==> config.mk <==
export PLATFORM = sky130hd
export DESIGN_NAME = ooo_axi_rd_arb
export DESIGN_NICKNAME = d
export VERILOG_FILES = /design/src/rtl/OoO_pkg.sv /design/src/rtl/ooo_rr_pick2.sv /design/src/rtl/ooo_axi_rd_arb.sv
export SDC_FILE = /design/constraint.sdc
export NUM_CORES = 1
export LEC_CHECK = 0
export ABC_CLOCK_PERIOD_IN_PS = 3400
export BUFFER_PORTS_ARGS = -buffer_cell sky130_fd_sc_hd__buf_2
export CORE_AREA = 2 2 99 101
export DETAILED_ROUTE_END_ITERATION = 8
export DIE_AREA = 0 0 101 103
export GPL_TIMING_DRIVEN = 0
export PLACE_DENSITY_LB_ADDON = 0.08
export SYNTH_ARGS = -nofsm -noshare
export SYNTH_HDL_FRONTEND = slang
export SYNTH_SLANG_ARGS = --single-unit
==> constraint.sdc <==
create_clock -name clk_i -period 3.4 [get_ports clk_i]
set_clock_uncertainty 0.05 [all_clocks]
set_input_delay 0.17 -clock clk_i [delete_from_list [all_inputs] [get_ports clk_i]]
set_output_delay 0.17 -clock clk_i [all_outputs]
set_load 0.02 [all_outputs]
==> src/rtl/OoO_pkg.sv <==
// Shared core types: AXI read-channel bundles and the read-arbiter state encoding.
package OoO_pkg;

    localparam int AXI_ADDR_W = 32;
    localparam int AXI_DATA_W = 32;

    typedef struct packed {
        logic                  arvalid;
        logic [AXI_ADDR_W-1:0] araddr;
        logic [7:0]            arlen;
        logic [2:0]            arsize;
        logic [1:0]            arburst;
        logic                  rready;
    } axi_r_m2s_t;

    typedef struct packed {
        logic                  arready;
        logic                  rvalid;
        logic [AXI_DATA_W-1:0] rdata;
        logic [1:0]            rresp;
        logic                  rlast;
    } axi_r_s2m_t;

    typedef enum logic [1:0] {
        IDLE = 2'd0,
        ADDR = 2'd1,
        DATA = 2'd2
    } arb_state_e;

    localparam logic ARB_IFU = 1'b0;
    localparam logic ARB_LSU = 1'b1;

endpackage

==> src/rtl/ooo_rr_pick2.sv <==
// Two-request selector: round-robin against the last winner, or fixed priority to req[1].
module ooo_rr_pick2 (
    input  logic [1:0] req,
    input  logic       last,
    input  logic       rr_en,
    output logic       gnt,
    output logic       any
);

    always_comb begin
        any = |req;
        gnt = req[1];
        if (req == 2'b11) begin
            gnt = rr_en ? ~last : 1'b1;
        end
    end

endmodule

==> src/rtl/ooo_axi_rd_arb.sv <==
// Shares the core AXI read port between IFU and LSU, one burst at a time, with a
// beat-count vs rlast consistency check.
module ooo_axi_rd_arb
    import OoO_pkg::*;
#(
    parameter bit RR_EN     = 1'b1,
    parameter bit RAW_BLOCK = 1'b1
) (
    input  logic       clk_i,
    input  logic       rst_ni,
    input  axi_r_m2s_t ifu_r_m2s,
    output axi_r_s2m_t ifu_r_s2m,
    input  axi_r_m2s_t lsu_r_m2s,
    output axi_r_s2m_t lsu_r_s2m,
    output axi_r_m2s_t core_r_m2s,
    input  axi_r_s2m_t core_r_s2m,
    input  logic       lsu_wr_busy_i,
    output logic       len_err_o
);

    arb_state_e state_q, state_d;
    logic       gnt_q, gnt_d;
    logic       last_q, last_d;
    logic [7:0] beats_q, beats_d;

    logic [1:0] req;
    logic       pick_gnt;
    logic       pick_any;
    logic       beat;
    axi_r_m2s_t sel_m2s;
    axi_r_s2m_t sel_s2m;

    // LSU reads are held off while one of its writes is in flight (read-after-write).
    assign req = {lsu_r_m2s.arvalid & ~(RAW_BLOCK & lsu_wr_busy_i), ifu_r_m2s.arvalid};

    ooo_rr_pick2 u_pick (
        .req   (req),
        .last  (last_q),
        .rr_en (RR_EN),
        .gnt   (pick_gnt),
        .any   (pick_any)
    );

    always_comb begin
        state_d    = state_q;
        gnt_d      = gnt_q;
        last_d     = last_q;
        beats_d    = beats_q;
        core_r_m2s = '0;
        sel_s2m    = '0;
        beat       = 1'b0;
        len_err_o  = 1'b0;
        sel_m2s    = (gnt_q == ARB_LSU) ? lsu_r_m2s : ifu_r_m2s;

        unique case (state_q)
            IDLE: begin
                if (pick_any) begin
                    gnt_d   = pick_gnt;
                    state_d = ADDR;
                end
            end
            ADDR: begin
                core_r_m2s        = sel_m2s;
                core_r_m2s.rready = 1'b0;
                sel_s2m.arready   = core_r_s2m.arready;
                if (sel_m2s.arvalid && core_r_s2m.arready) begin
                    beats_d = sel_m2s.arlen;
                    state_d = DATA;
                end
            end
            DATA: begin
                core_r_m2s.rready = sel_m2s.rready;
                sel_s2m           = core_r_s2m;
                sel_s2m.arready   = 1'b0;
                beat              = core_r_s2m.rvalid && sel_m2s.rready;
                if (beat) begin
                    // Overrunning beats saturate at zero so every further beat keeps flagging.
                    len_err_o = core_r_s2m.rlast ? (beats_q != 8'd0) : (beats_q == 8'd0);
                    if (beats_q != 8'd0) begin
                        beats_d = beats_q - 8'd1;
                    end
                    if (core_r_s2m.rlast) begin
                        last_d  = gnt_q;
                        state_d = IDLE;
                    end
                end
            end
            default: state_d = IDLE;
        endcase

        ifu_r_s2m = (gnt_q == ARB_IFU) ? sel_s2m : '0;
        lsu_r_s2m = (gnt_q == ARB_LSU) ? sel_s2m : '0;
    end

    always_ff @(posedge clk_i or negedge rst_ni) begin
        if (!rst_ni) begin
            state_q <= IDLE;
            gnt_q   <= ARB_IFU;
            last_q  <= ARB_LSU;
            beats_q <= 8'd0;
        end else begin
            state_q <= state_d;
            gnt_q   <= gnt_d;
            last_q  <= last_d;
            beats_q <= beats_d;
        end
    end

endmodule
**After elaboration in Yosys (flattened, before gate mapping)**

Index checks and enable logic that the tools add are counted.
Widths: inputs -> output; s select.

- Register bits after elaboration: 12
- Latch bits: 0
- Bits in writable memories: 0
- ROM bits: 0
- Input bits: 134
- Output and inout bits: 122
- Word-level logic and storage cells: 47
- Memories: 0

- $add $sub $neg: 1
- Multiply operators: 0
- Div/mod/pow operators: 0
- Magnitude comparators: 0
- Equality and inequality tests: 8
- Shifts and indexed selects: 0
- Mux-type cells: 20
- Bitwise gates (word level): 3
- Reduce and logical (&&, ||, !) cells: 11

Operators by type and width:

| cell | count |
|---|---|
| $mux 37 | 2 |
| $mux 47 | 1 |
| $mux 46 | 1 |
| $mux 36 | 1 |
| $mux 8 | 3 |
| $pmux 8 s2 | 1 |
| $ne 2x2->1 const B | 5 |
| $logic_not 8->1 | 1 |
| $mux 2 | 4 |
| $reduce_and 4->1 | 2 |
| $reduce_bool 8->1 | 1 |
| $sub 8x1->8 const B | 1 |
| $mux 1 | 6 |
| $pmux 2 s3 | 1 |
| $eq 2x2->1 const B | 2 |
| $reduce_and 3->1 | 1 |
| $eq 2x1->1 const B | 1 |
| $logic_and 1x1->1 | 2 |
| $logic_not 2->1 | 1 |
| $not 1->1 | 2 |
| $reduce_and 2->1 | 1 |
| $reduce_bool 2->1 | 1 |
| $reduce_or 2->1 | 1 |
| $and 1x1->1 | 1 |

**Depth between registers and ports, before layout**

Gate-level depths: netlist of the first run.

- Word-level depth: 5
- Depth in mapped cells: 6
- Mapped depth without buffers: 6

**By module**

From an unflattened synthesis of the first run, not the netlist that was laid out.

- Cells, all modules: 283
- Area, all modules: 2028.2 um^2

Modules (own cells, without submodules):

| module | instances | cells each | area an instance (um^2) | seq. area each (um^2) |
|---|---|---|---|---|
| ooo_axi_rd_arb | 1 | 280 | 2011.9 | 301.5 |
| ooo_rr_pick2 | 1 | 3 | 16.3 | 0.0 |

**Worst setup path before layout of the first run**

Ideal clock, no wire load.

- Kind: register to register
- From: reg beats_q[0]
- To: reg beats_q[4]
- Library setup time: 126 ps
- Arrival: 1539 ps
- Data required time: 3224 ps
- Path slack: 1684 ps
- Cell stages (with the launch flop): 7
- Buffers on the path: 0
- Period minus slack after synthesis: 1716 ps
- Path through: dfrtp_1 -> inv_1 -> ha_1 -> nor3b_1 -> a21o_1 -> a211oi_4 -> a221o_1

- Longest elaborated chain between the ends: 4
- Elaborated cells between the ends (all ways): 7
- Classes of those cells: add/sub: 1; eq/ne: 1; mux: 3; reduce/logical: 2

RTL lines:

| element | line | RTL |
|---|---|---|
| start: declaration | ooo_axi_rd_arb.sv:24 | `logic [7:0] beats_q, beats_d;` |
| start signal: assignment | ooo_axi_rd_arb.sv:105 | `beats_q <= beats_d;` |
| $sub 8x1->8 | ooo_axi_rd_arb.sv:80 | `beats_d = beats_q - 8'd1;` |
| $mux 8 | ooo_axi_rd_arb.sv:79 | `if (beats_q != 8'd0) begin` |
| $mux 8 | ooo_axi_rd_arb.sv:76 | `if (beat) begin` |
| $pmux 8 s2 | ooo_axi_rd_arb.sv:55 | `unique case (state_q)` |

Several ways; a longest one is shown, not always the timed one. The select of a mux whose other input is x is not followed.
A chain may end at the register's enable or synchronous reset.

==> run_results.csv, run 1 <==
group,metric,value,unit
run_status,outcome,"completed",
global_routing,grt_first_pass_wirelength,14590,µm
detailed_routing,routed_wl,10450,µm
sta,fin_hold_ws,0.1793,ns
critical_path,critPathKind,"flip-flop to primary output",
global_routing,grt_pass1_vias,2764,
synth,async_reset_ff_frac,1.000,
hold_path,holdPathStages,3,
sta,setup_tns,0,ns
floorplan,fp.dieH,103,µm
floorplan,io_pins,256,
synth,syn_inst,283,
floorplan,die_w,101,µm
synth,synth_edf_count,0,
critical_path,crit_path_cell_trace,"buf_6 > buf_2 > buf_2 > clkbuf_1 > and3_1 > buf_2",
detailed_routing,detail_route.wl_per_cell,15.91,µm
critical_path,crit_arrival,2.15,ns
critical_path,critical_path_required,3.18,ns
floorplan,start_util,0.2173,
detailed_routing,via_count,3010,
critical_path,crit_path_frequent_cell,"buf_2",
critical_path,cpPeakStageDelay,0.35,ns
power,peakVddDrop,288.8,µV
placement,hpwl,8840,µm
sta,finalCritPeriodShare,0.6983,
clocking,cts_resized,0,
hold_path,hold_end,"state_q[0]$_DFFE_PN0P_",
floorplan,row_count,36,
detailed_routing,firstDrtPassIters,4,
power,powerDensity,745.1,mW/mm²
clocking,root_buffer,"clkbuf_8",
clocking,numCtsBuffers,3,
detailed_routing,drt_iter0_markers,90,
layout,final_util,0.3731,
detailed_routing,via_per_inst,4.581,
layout,mostFrequentLayoutCell,"buf_2",
layout,nNetsFinal,680,
sta,finalHoldViolCount,0,
layout,final_cell_mix,"buf_2 (265), nor2_1 (55), mux2i_1 (48)",
critical_path,cpMaxStageDelayCell,"buf_2",
layout,drive_above_1_share,0.5083,
critical_path,cp-end-kind,"primary output",
sta,fmax,0.4212,GHz
clocking,clk_path_buf_depth,2,
hold_path,min_path_type,"primary input to flip-flop",
clocking,clkSinkCount,12,
layout,area_growth,71.70,%
sta,rsz0062_at_grt,"false",
detailed_routing,drc,0,
clocking,clk_pin_slew,0.06,ns
sta,fin_crit,2.374,ns
critical_path,regToRegSetupSlack,1.32,ns
power,p_leak,2.219,nW
sta,maxSlewHeadroom,0.6079,
global_routing,antenna_found_initial,0,
floorplan,core_area,0.009459,mm²
global_routing,track_usage,0.1785,
placement,routabilityCongestion,0.7796,
layout,antenna_cells,0,
floorplan,die_area,0.01040,mm²
clocking,worst_skew_pair.late_latency,0.24,ns
synth,synth_ff_type,"dfrtp_1",
synth,syn-cell-area,0.002056,mm²
detailed_routing,ant_nets,0,
critical_path,crit_fanout,10,
synth,synth_cell_types,38,
synth,synth-seq-area-share,0.1467,
clocking,cts_tree,"built",
power,power,2.630,mW
critical_path,r2r-end,"beats_q[3]$_DFFE_PN0P_",
clocking,cts_setup_buffers,0,
synth,syn-mean-instance-area,7.264,µm²
critical_path,reg2reg_depth,6,
synth,synth_seq_cells,12,
placement,io_buffers,255,
global_routing,overflow,0,
flow_run,drv_cap,0,
sta,setup_violations,0,
global_routing,grt_max_degree,13,
layout,fillCellCount,1067,
critical_path,worstSetupStartpointType,"flip-flop",
critical_path,timing.rr.start,"beats_q[0]$_DFFE_PN0P_",
sta,worstMarginPinSlew,0.5882,ns
sta,final_max_slew_viol_count,0,
hold_path,hp-start,"ifu_r_m2s[46]",
synth,syn-num-nets,419,
clocking,cts_hold_buf,1,
clocking,cts_max_level,1,
synth,synth_warnings,0,
-- synth_stat cells (2+ instances only) --
master,number,area (µm²)
o21ai_0,4,20.02
nand3_1,4,20.02
a2111oi_0,4,35.03
o22ai_1,3,18.77
nor3_1,2,10.01
nor2_1,55,206.5
dfrtp_1,11,275.3
buf_2,10,50.05
and3_1,38,237.7
nand2b_1,3,18.77
o311ai_0,2,17.52
o2bb2ai_1,3,26.28
a221o_1,3,30.03
inv_1,6,22.52
ha_1,2,25.02
a21oi_1,3,15.01
nor3b_1,2,15.01
o32ai_1,3,26.28
nor2b_1,2,12.51
mux2i_1,48,480.5
clkbuf_1,14,52.55
and2_1,35,219.0
nand2_1,11,41.29
-- power by group --
part           internal, mW  switching (mW)
Sequential            0.221          0.0910
Combinational         0.809            1.37
Clock                0.0828          0.0573
-- through the flow --
stage / area, µm² / std cells / setup slack [ns]
CTS: 3530 / 657 / 1.001
floorplan: 2056 / 283 / 1.684
detailed placement: 3475 / 652 / 1.272
finish: 3530 / 657 / 1.026
global route: 3530 / 657 / 0.8944
global placement: 3475 / 652 / 1.313
-- critical path, delay by kind of cell (launching register included) --
kind / cells / cell delay, ns
DFF: 1 / 0.33
and+or+nand+nor: 1 / 0.24
buffers and inverters: 5 / 1.32
-- flip-flops by register name, summed over array words and instances (netlist names) --
name / count
state_q: 2
gnt_q: 1
beats_q: 8
last_q: 1
-- cells by family after synthesis --
| family | Yosys count | share of synthesized area |
|---|---|---|
| mux | 49 | 0.2392 |
| buf+inv | 31 | 0.06634 |
| compound gates | 32 | 0.1303 |
| xor+xnor | 1 | 0.004261 |
| fa+ha+maj | 2 | 0.01217 |
| flops | 12 | 0.1467 |
| simple gates | 156 | 0.4011 |
-- how the worst max path moves through the flow --
stage	to	slack, ns	start
after floorplan	beats_q[4]$_DFFE_PN0P_	1.68	beats_q[0]$_DFFE_PN0P_
after global placement	lsu_r_s2m[24]	1.31	gnt_q$_DFFE_PN0P_
after detailed placement	lsu_r_s2m[24]	1.27	gnt_q$_DFFE_PN0P_
after CTS	lsu_r_s2m[24]	1.00	gnt_q$_DFFE_PN0P_
after global routing	lsu_r_s2m[24]	0.89	gnt_q$_DFFE_PN0P_
final	lsu_r_s2m[24]	1.03	gnt_q$_DFFE_PN0P_
-- layer usage --
metal / up-vias / share of wire / GRT usage
li1: 1511 / - / -
met1: 1332 / 0.40 / 0.2176
met2: 161 / 0.51 / 0.3354
met3: 6 / 0.079 / 0.02983
met4: 0 / 0.0081 / 0.02703
met5: - / 0 / 0
-- layout make-up --
type	count	area, µm²	area share
Multi-Input combinational cell	240	1618	0.4583
Timing Repair Buffer	256	1286	0.3644
Sequential cell	12	301.5	0.08543
Tap cell	114	142.6	0.04041
Buffer	25	113.9	0.03226
Clock buffer	4	45.04	0.01276
Inverter	6	22.52	0.006381
Power figures use the tool's default switching activity.
==> run 2: changes to the inputs <==
--- a/config.mk
+++ b/config.mk
@@ -5,11 +5,12 @@
 export SDC_FILE = /design/constraint.sdc
 export NUM_CORES = 1
 export LEC_CHECK = 0
-export ABC_CLOCK_PERIOD_IN_PS = 3400
+export ABC_AREA = 1
+export ABC_CLOCK_PERIOD_IN_PS = 2300
 export BUFFER_PORTS_ARGS = -buffer_cell sky130_fd_sc_hd__buf_2
-export CORE_AREA = 2 2 99 101
+export CORE_AREA = 2 2 98 100
 export DETAILED_ROUTE_END_ITERATION = 8
-export DIE_AREA = 0 0 101 103
+export DIE_AREA = 0 0 100 102
 export GPL_TIMING_DRIVEN = 0
 export PLACE_DENSITY_LB_ADDON = 0.08
 export SYNTH_ARGS = -nofsm -noshare
==> constraint.sdc (replaced) <==
create_clock -name clk_i -period 2.3 [get_ports clk_i]
set_clock_uncertainty 0.05 [all_clocks]
set_input_delay 0.115 -clock clk_i [delete_from_list [all_inputs] [get_ports clk_i]]
set_output_delay 0.115 -clock clk_i [all_outputs]
set_load 0.02 [all_outputs]
==> run_results.csv, run 2 <==
group,metric,value,unit
synth,synth_edf_count,0,
detailed_routing,ant_nets,0,
sta,finalHoldViolCount,0,
synth,synth_ff_type,"dfrtp_1",
global_routing,overflow,0,
sta,fmax,0.5048,GHz
sta,maxSlewHeadroom,0.6185,
clocking,numCtsBuffers,3,
critical_path,cp-end-kind,"primary output",
layout,largest_register_ffs,8,
floorplan,fp.dieH,102,µm
power,p_leak,2.327,nW
synth,syn-cell-area,0.002148,mm²
synth,syn-num-nets,547,
synth,synth_warnings,0,
hold_path,hold_end,"last_q$_DFFE_PN1P_",
synth,synth_top_area_share,0.2097,
layout,area_growth,69.02,%
floorplan,io_pins,256,
synth,yosysMostFrequentCell,"nand2_1",
power,powerDensity,1133,mW/mm²
synth,synth_top_cell_by_area,"nand2_1",
floorplan,die_area,0.01020,mm²
detailed_routing,detail_route.wl_per_cell,14.49,µm
critical_path,critPathKind,"flip-flop to primary output",
critical_path,reg2reg_depth,10,
synth,synth-seq-area-share,0.1404,
hold_path,min_path_type,"primary input to flip-flop",
global_routing,grt_max_degree,13,
sta,finalCritPeriodShare,0.8613,
critical_path,r2r-end,"beats_q[0]$_DFFE_PN0P_",
clocking,cts_setup_buffers,0,
layout,top_register,"beats_q",
sta,worstMarginPinSlew,0.5723,ns
clocking,cts_tree,"built",
floorplan,core_area,0.009109,mm²
layout,final_cell_mix,"buf_2 (277), nand2_1 (120), nor3_1 (75)",
global_routing,grt_first_pass_wirelength,16330,µm
clocking,root_buffer,"clkbuf_8",
flow_run,drv_cap,0,
critical_path,worstSetupStartpointType,"flip-flop",
detailed_routing,drc,0,
run_status,outcome,"completed",
clocking,cts_resized,0,
global_routing,grt_pass1_vias,3085,
placement,routabilityCongestion,0.8509,
critical_path,regToRegSetupSlack,0.69,ns
synth,synth_area_leaders,"nand2_1 (21%), nor3_1 (17%), dfrtp_1 (13%)",
placement,io_buffers,255,
global_routing,use_met3,0.03283,
layout,nNetsFinal,808,
synth,synth_seq_cells,12,
clocking,cts_max_level,1,
detailed_routing,routed_wl,11350,µm
layout,fillCellCount,1062,
global_routing,track_usage,0.1994,
hold_path,holdPathStages,3,
synth,syn_inst,411,
clocking,clkSinkCount,12,
sta,setup_tns,0,ns
sta,rsz0062_at_grt,"false",
layout,top_regs,"beats_q (8), state_q (2)",
layout,mostFrequentLayoutCell,"buf_2",
placement,hpwl,9494,µm
floorplan,die_w,100,µm
hold_path,hp-start,"core_r_s2m[35]",
synth,async_reset_ff_frac,1.000,
synth,syn-mean-instance-area,5.227,µm²
sta,fin_crit,1.981,ns
critical_path,crit_fanout,10,
layout,drive_above_1_share,0.4545,
detailed_routing,via_per_inst,4.535,
synth,synth_commonest_cells,"nand2_1 (120), nor3_1 (75), inv_1 (54), a21oi_1 (37), buf_2 (22)",
critical_path,crit_arrival,1.82,ns
sta,setup_violations,0,
global_routing,use_met2,0.3685,
critical_path,critical_path_required,2.13,ns
synth,synth_cell_types,29,
global_routing,antenna_found_initial,0,
global_routing,grt_use_met1,0.2510,
clocking,clk_pin_slew,0.06,ns
detailed_routing,via_count,3551,
critical_path,timing.rr.start,"beats_q[0]$_DFFE_PN0P_",
detailed_routing,firstDrtPassIters,4,
floorplan,start_util,0.2359,
detailed_routing,drt_iter0_markers,128,
global_routing,top_usage_layer,"met2",
power,peakVddDrop,521.1,µV
sta,final_max_slew_viol_count,0,
clocking,clk_path_buf_depth,2,
floorplan,row_count,35,
clocking,worst_skew_pair.late_latency,0.24,ns
sta,fin_hold_ws,0.1133,ns
-- run 2: cell type report --
class / count / area [µm²] / share of cell area
Clock buffer: 4 / 55.05 / 0.01516
Antenna cell: 1 / 2.502 / 0.0006892
Sequential cell: 12 / 301.5 / 0.08305
Timing Repair Buffer: 256 / 1286 / 0.3542
Inverter: 59 / 221.5 / 0.06099
Buffer: 33 / 177.7 / 0.04893
Multi-Input combinational cell: 307 / 1448 / 0.3987
Tap cell: 111 / 138.9 / 0.03825
-- run 2: cell families after synthesis --
| kind of cell | synth area share |
|---|---|
| simple gates | 0.5055 |
| buf+inv | 0.1858 |
| compound gates | 0.1433 |
| flops | 0.1404 |
| mux | 0.009319 |
| fa+ha+maj | 0.01165 |
| xor+xnor | 0.004078 |
-- run 2: worst max-delay path by stage --
stage                                start             end  slack, ns  cells past startpoint
floorplan           beats_q[0]$_DFFE_PN0P_       len_err_o       0.69                      7
global placement         gnt_q$_DFFE_PN0P_  core_r_m2s[29]       0.55                      7
detailed placement       gnt_q$_DFFE_PN0P_  core_r_m2s[29]       0.58                      7
CTS                      gnt_q$_DFFE_PN0P_   ifu_r_s2m[30]       0.31                      5
global route             gnt_q$_DFFE_PN0P_  core_r_m2s[43]       0.20                      7
finish                   gnt_q$_DFFE_PN0P_   ifu_r_s2m[30]       0.32                      5
-- run 2: power by group --
part	total [mW]	internal, mW	switching [mW]
Clock	0.238	0.152	0.0864
Combinational	3.45	1.09	2.37
Sequential	0.420	0.323	0.0971
-- run 2: timing repair --
action | CTS | global route
endpoints found under the hold margin | 12 | 0
endpoints found under the setup margin | 0 | 0
hold buffers | 1 | 0
-- run 2: worst max-delay path, stage by stage (launching register included) --
cell,delay [ns]
dfrtp_1,0.43
buf_2,0.21
buf_4,0.20
buf_2,0.19
nor3_1,0.31
buf_2,0.23
-- run 2: layer usage --
layer / vias up / share of wire
met5: - / 0
met1: 1576 / 0.41
met2: 142 / 0.52
met3: 2 / 0.073
met4: 0 / 0.0022
li1: 1831 / -
-- run 2: per-stage QoR --
stage / worst slack [ns] / instance area (µm²) / instances / util / total power, mW
6_report: 0.3190 / 3631 / 783 / 0.3986 / 4.113
5_1_grt: 0.1968 / 3628 / 782 / 0.3984 / 4.494
4_1_cts: 0.3147 / 3628 / 782 / 0.3984 / 4.148
3_5_place_dp: 0.5753 / 3563 / 777 / 0.3912 / 3.900
3_3_place_gp: 0.5463 / 3563 / 777 / 0.3912 / 3.892
2_1_floorplan: 0.6870 / 2148 / 411 / - / 2.776
==> run 3: changes to the inputs <==
--- a/config.mk
+++ b/config.mk
@@ -11,8 +11,8 @@
 export CORE_AREA = 2 2 98 100
 export DETAILED_ROUTE_END_ITERATION = 8
 export DIE_AREA = 0 0 100 102
-export GPL_TIMING_DRIVEN = 0
 export PLACE_DENSITY_LB_ADDON = 0.08
+export RECOVER_POWER = 25
 export SYNTH_ARGS = -nofsm -noshare
 export SYNTH_HDL_FRONTEND = slang
 export SYNTH_SLANG_ARGS = --single-unit
==> run_results.csv, run 3 (synthesized netlist as in run 2, its figures left out) <==
group,metric,value,unit
run_status,outcome,"completed",
detailed_routing,drt_iter0_markers,91,
critical_path,critPathKind,"flip-flop to primary output",
critical_path,crit_fanout,28,
sta,fmax,0.5124,GHz
critical_path,cpMaxStageDelayCell,"or2_2",
power,powerDensity,1105,mW/mm²
floorplan,core_area,0.009109,mm²
critical_path,critical_path_required,2.13,ns
sta,rsz0062_at_grt,"false",
floorplan,die_area,0.01020,mm²
critical_path,reg2reg_depth,8,
layout,largest_register_ffs,8,
critical_path,crit_arrival,1.79,ns
floorplan,fp.dieH,102,µm
critical_path,cpPeakStageDelay,0.43,ns
global_routing,antenna_found_initial,0,
detailed_routing,firstDrtPassIters,4,
global_routing,grt_first_pass_wirelength,15170,µm
sta,finalHoldViolCount,0,
critical_path,cp-startpoint,"gnt_q$_DFFE_PN0P_",
critical_path,regToRegSetupSlack,0.37,ns
placement,hpwl,8443,µm
critical_path,cp-endpoint,"core_r_m2s[9]",
global_routing,grt_pass1_vias,2912,
hold_path,min_path_type,"primary input to flip-flop",
clocking,cts_tree,"built",
sta,fin_crit,1.952,ns
clocking,numCtsBuffers,3,
clocking,clk_path_buf_depth,2,
sta,maxSlewHeadroom,0.5031,
sta,worstMarginPinSlew,0.7454,ns
critical_path,timing.rr.start,"gnt_q$_DFFE_PN0P_",
critical_path,crit_path_cell_trace,"clkbuf_2 > or2_2 > o21ai_0 > nor2_1 > buf_2",
global_routing,grt_max_degree,67,
clocking,clkSinkCount,12,
floorplan,io_pins,256,
critical_path,cp-end-kind,"primary output",
clocking,cts_max_level,1,
clocking,clk_pin_slew,0.06,ns
detailed_routing,ant_nets,0,
sta,finalCritPeriodShare,0.8485,
detailed_routing,drc,0,
sta,setup_tns,0,ns
detailed_routing,routed_wl,10510,µm
global_routing,overflow,0,
clocking,worst_skew_pair.late_latency,0.24,ns
layout,area_growth,62.32,%
clocking,cts_resized,0,
clocking,root_buffer,"clkbuf_8",
layout,final_cell_mix,"buf_2 (235), nand2_1 (120), nor3_1 (75)",
detailed_routing,via_count,3396,
sta,setup_violations,0,
layout,drive_above_1_share,0.4099,
layout,top_register,"beats_q",
global_routing,track_usage,0.1819,
layout,mostFrequentLayoutCell,"buf_2",
detailed_routing,detail_route.wl_per_cell,13.88,µm
floorplan,die_w,100,µm
sta,fin_hold_ws,0.1346,ns
clocking,cts_setup_buffers,0,
floorplan,row_count,35,
placement,routabilityCongestion,0.8945,
floorplan,start_util,0.2359,
sta,final_max_slew_viol_count,0,
critical_path,worstSetupStartpointType,"flip-flop",
power,peakVddDrop,602.5,µV
layout,top_regs,"beats_q (8), state_q (2)",
layout,nNetsFinal,781,
detailed_routing,via_per_inst,4.486,
power,p_leak,2.163,nW
placement,io_buffers,255,
flow_run,drv_cap,0,
critical_path,r2r-end,"beats_q[1]$_DFFE_PN0P_",
==> run 3: cell count changes in the layout (fill, tap and decap cells not counted), moves of 2 or more <==
cell / delta
clkbuf_2: +2
clkbuf_1: +16
buf_2: -42
buf_12: +2
buf_6: -2
==> run 3: how the worst min path moves through the flow <==
stage	start	to	slack, ns	cells after the start
after floorplan	rst_ni	beats_q[0]$_DFFE_PN0P_	-0.23	0
after global placement	rst_ni	beats_q[0]$_DFFE_PN0P_	-0.02	1
after detailed placement	rst_ni	beats_q[1]$_DFFE_PN0P_	-0.03	1
after CTS	core_r_s2m[0]	last_q$_DFFE_PN1P_	0.13	3
after global routing	core_r_s2m[0]	last_q$_DFFE_PN1P_	0.16	3
final	core_r_s2m[0]	last_q$_DFFE_PN1P_	0.13	3
==> run 3: final cells by class <==
type                       count  area, µm²
timing repair buffer         262       1326
fill                        1052       5622
clock buffer                   4      45.04
inverter                      59      221.5
multi-input combinational    307       1448
antenna                        2      5.005
sequential                    12      302.8
tap                          111      138.9
==> run 3: worst max-delay path: cells and delay by family, from the launching register on <==
family,cells,cell delay [ns]
buffers and inverters,2,0.53
flip-flops,1,0.41
AO/OA/AOI/OAI,1,0.11
AND/OR/NAND/NOR,2,0.49
==> run 3: report_power, final <==
group	internal, mW	switching, mW
Combinational	0.959	2.27
Sequential	0.325	0.0923
Clock	0.122	0.0862
==> run 3: repair_timing <==
item	4_1_cts	5_1_grt
hold endpoints to repair	12	0
setup endpoints to repair	0	0
hold buffers	1	0
==> run 3: layer usage <==
layer	vias to the layer above	wire length, µm	global-route usage	part of all wire
met5	-	0	0	0
met4	0	68	0.03477	0.0065
met3	6	687	0.02599	0.065
met2	121	5349	0.3259	0.51
met1	1489	4400	0.2349	0.42
li1	1780	-	-	-
==> run 3: stage by stage <==
stage	std cells	worst slack [ns]	area [µm²]	utilization	power (mW)
3_5_place_dp	750	0.6252	3457	0.3795	3.682
3_3_place_gp	750	0.6458	3457	0.3795	3.680
5_1_grt	755	0.1651	3482	0.3823	4.222
6_report	757	0.3484	3487	0.3828	3.852
4_1_cts	755	0.4140	3512	0.3856	3.908
2_1_floorplan	411	0.6870	2148	-	2.776
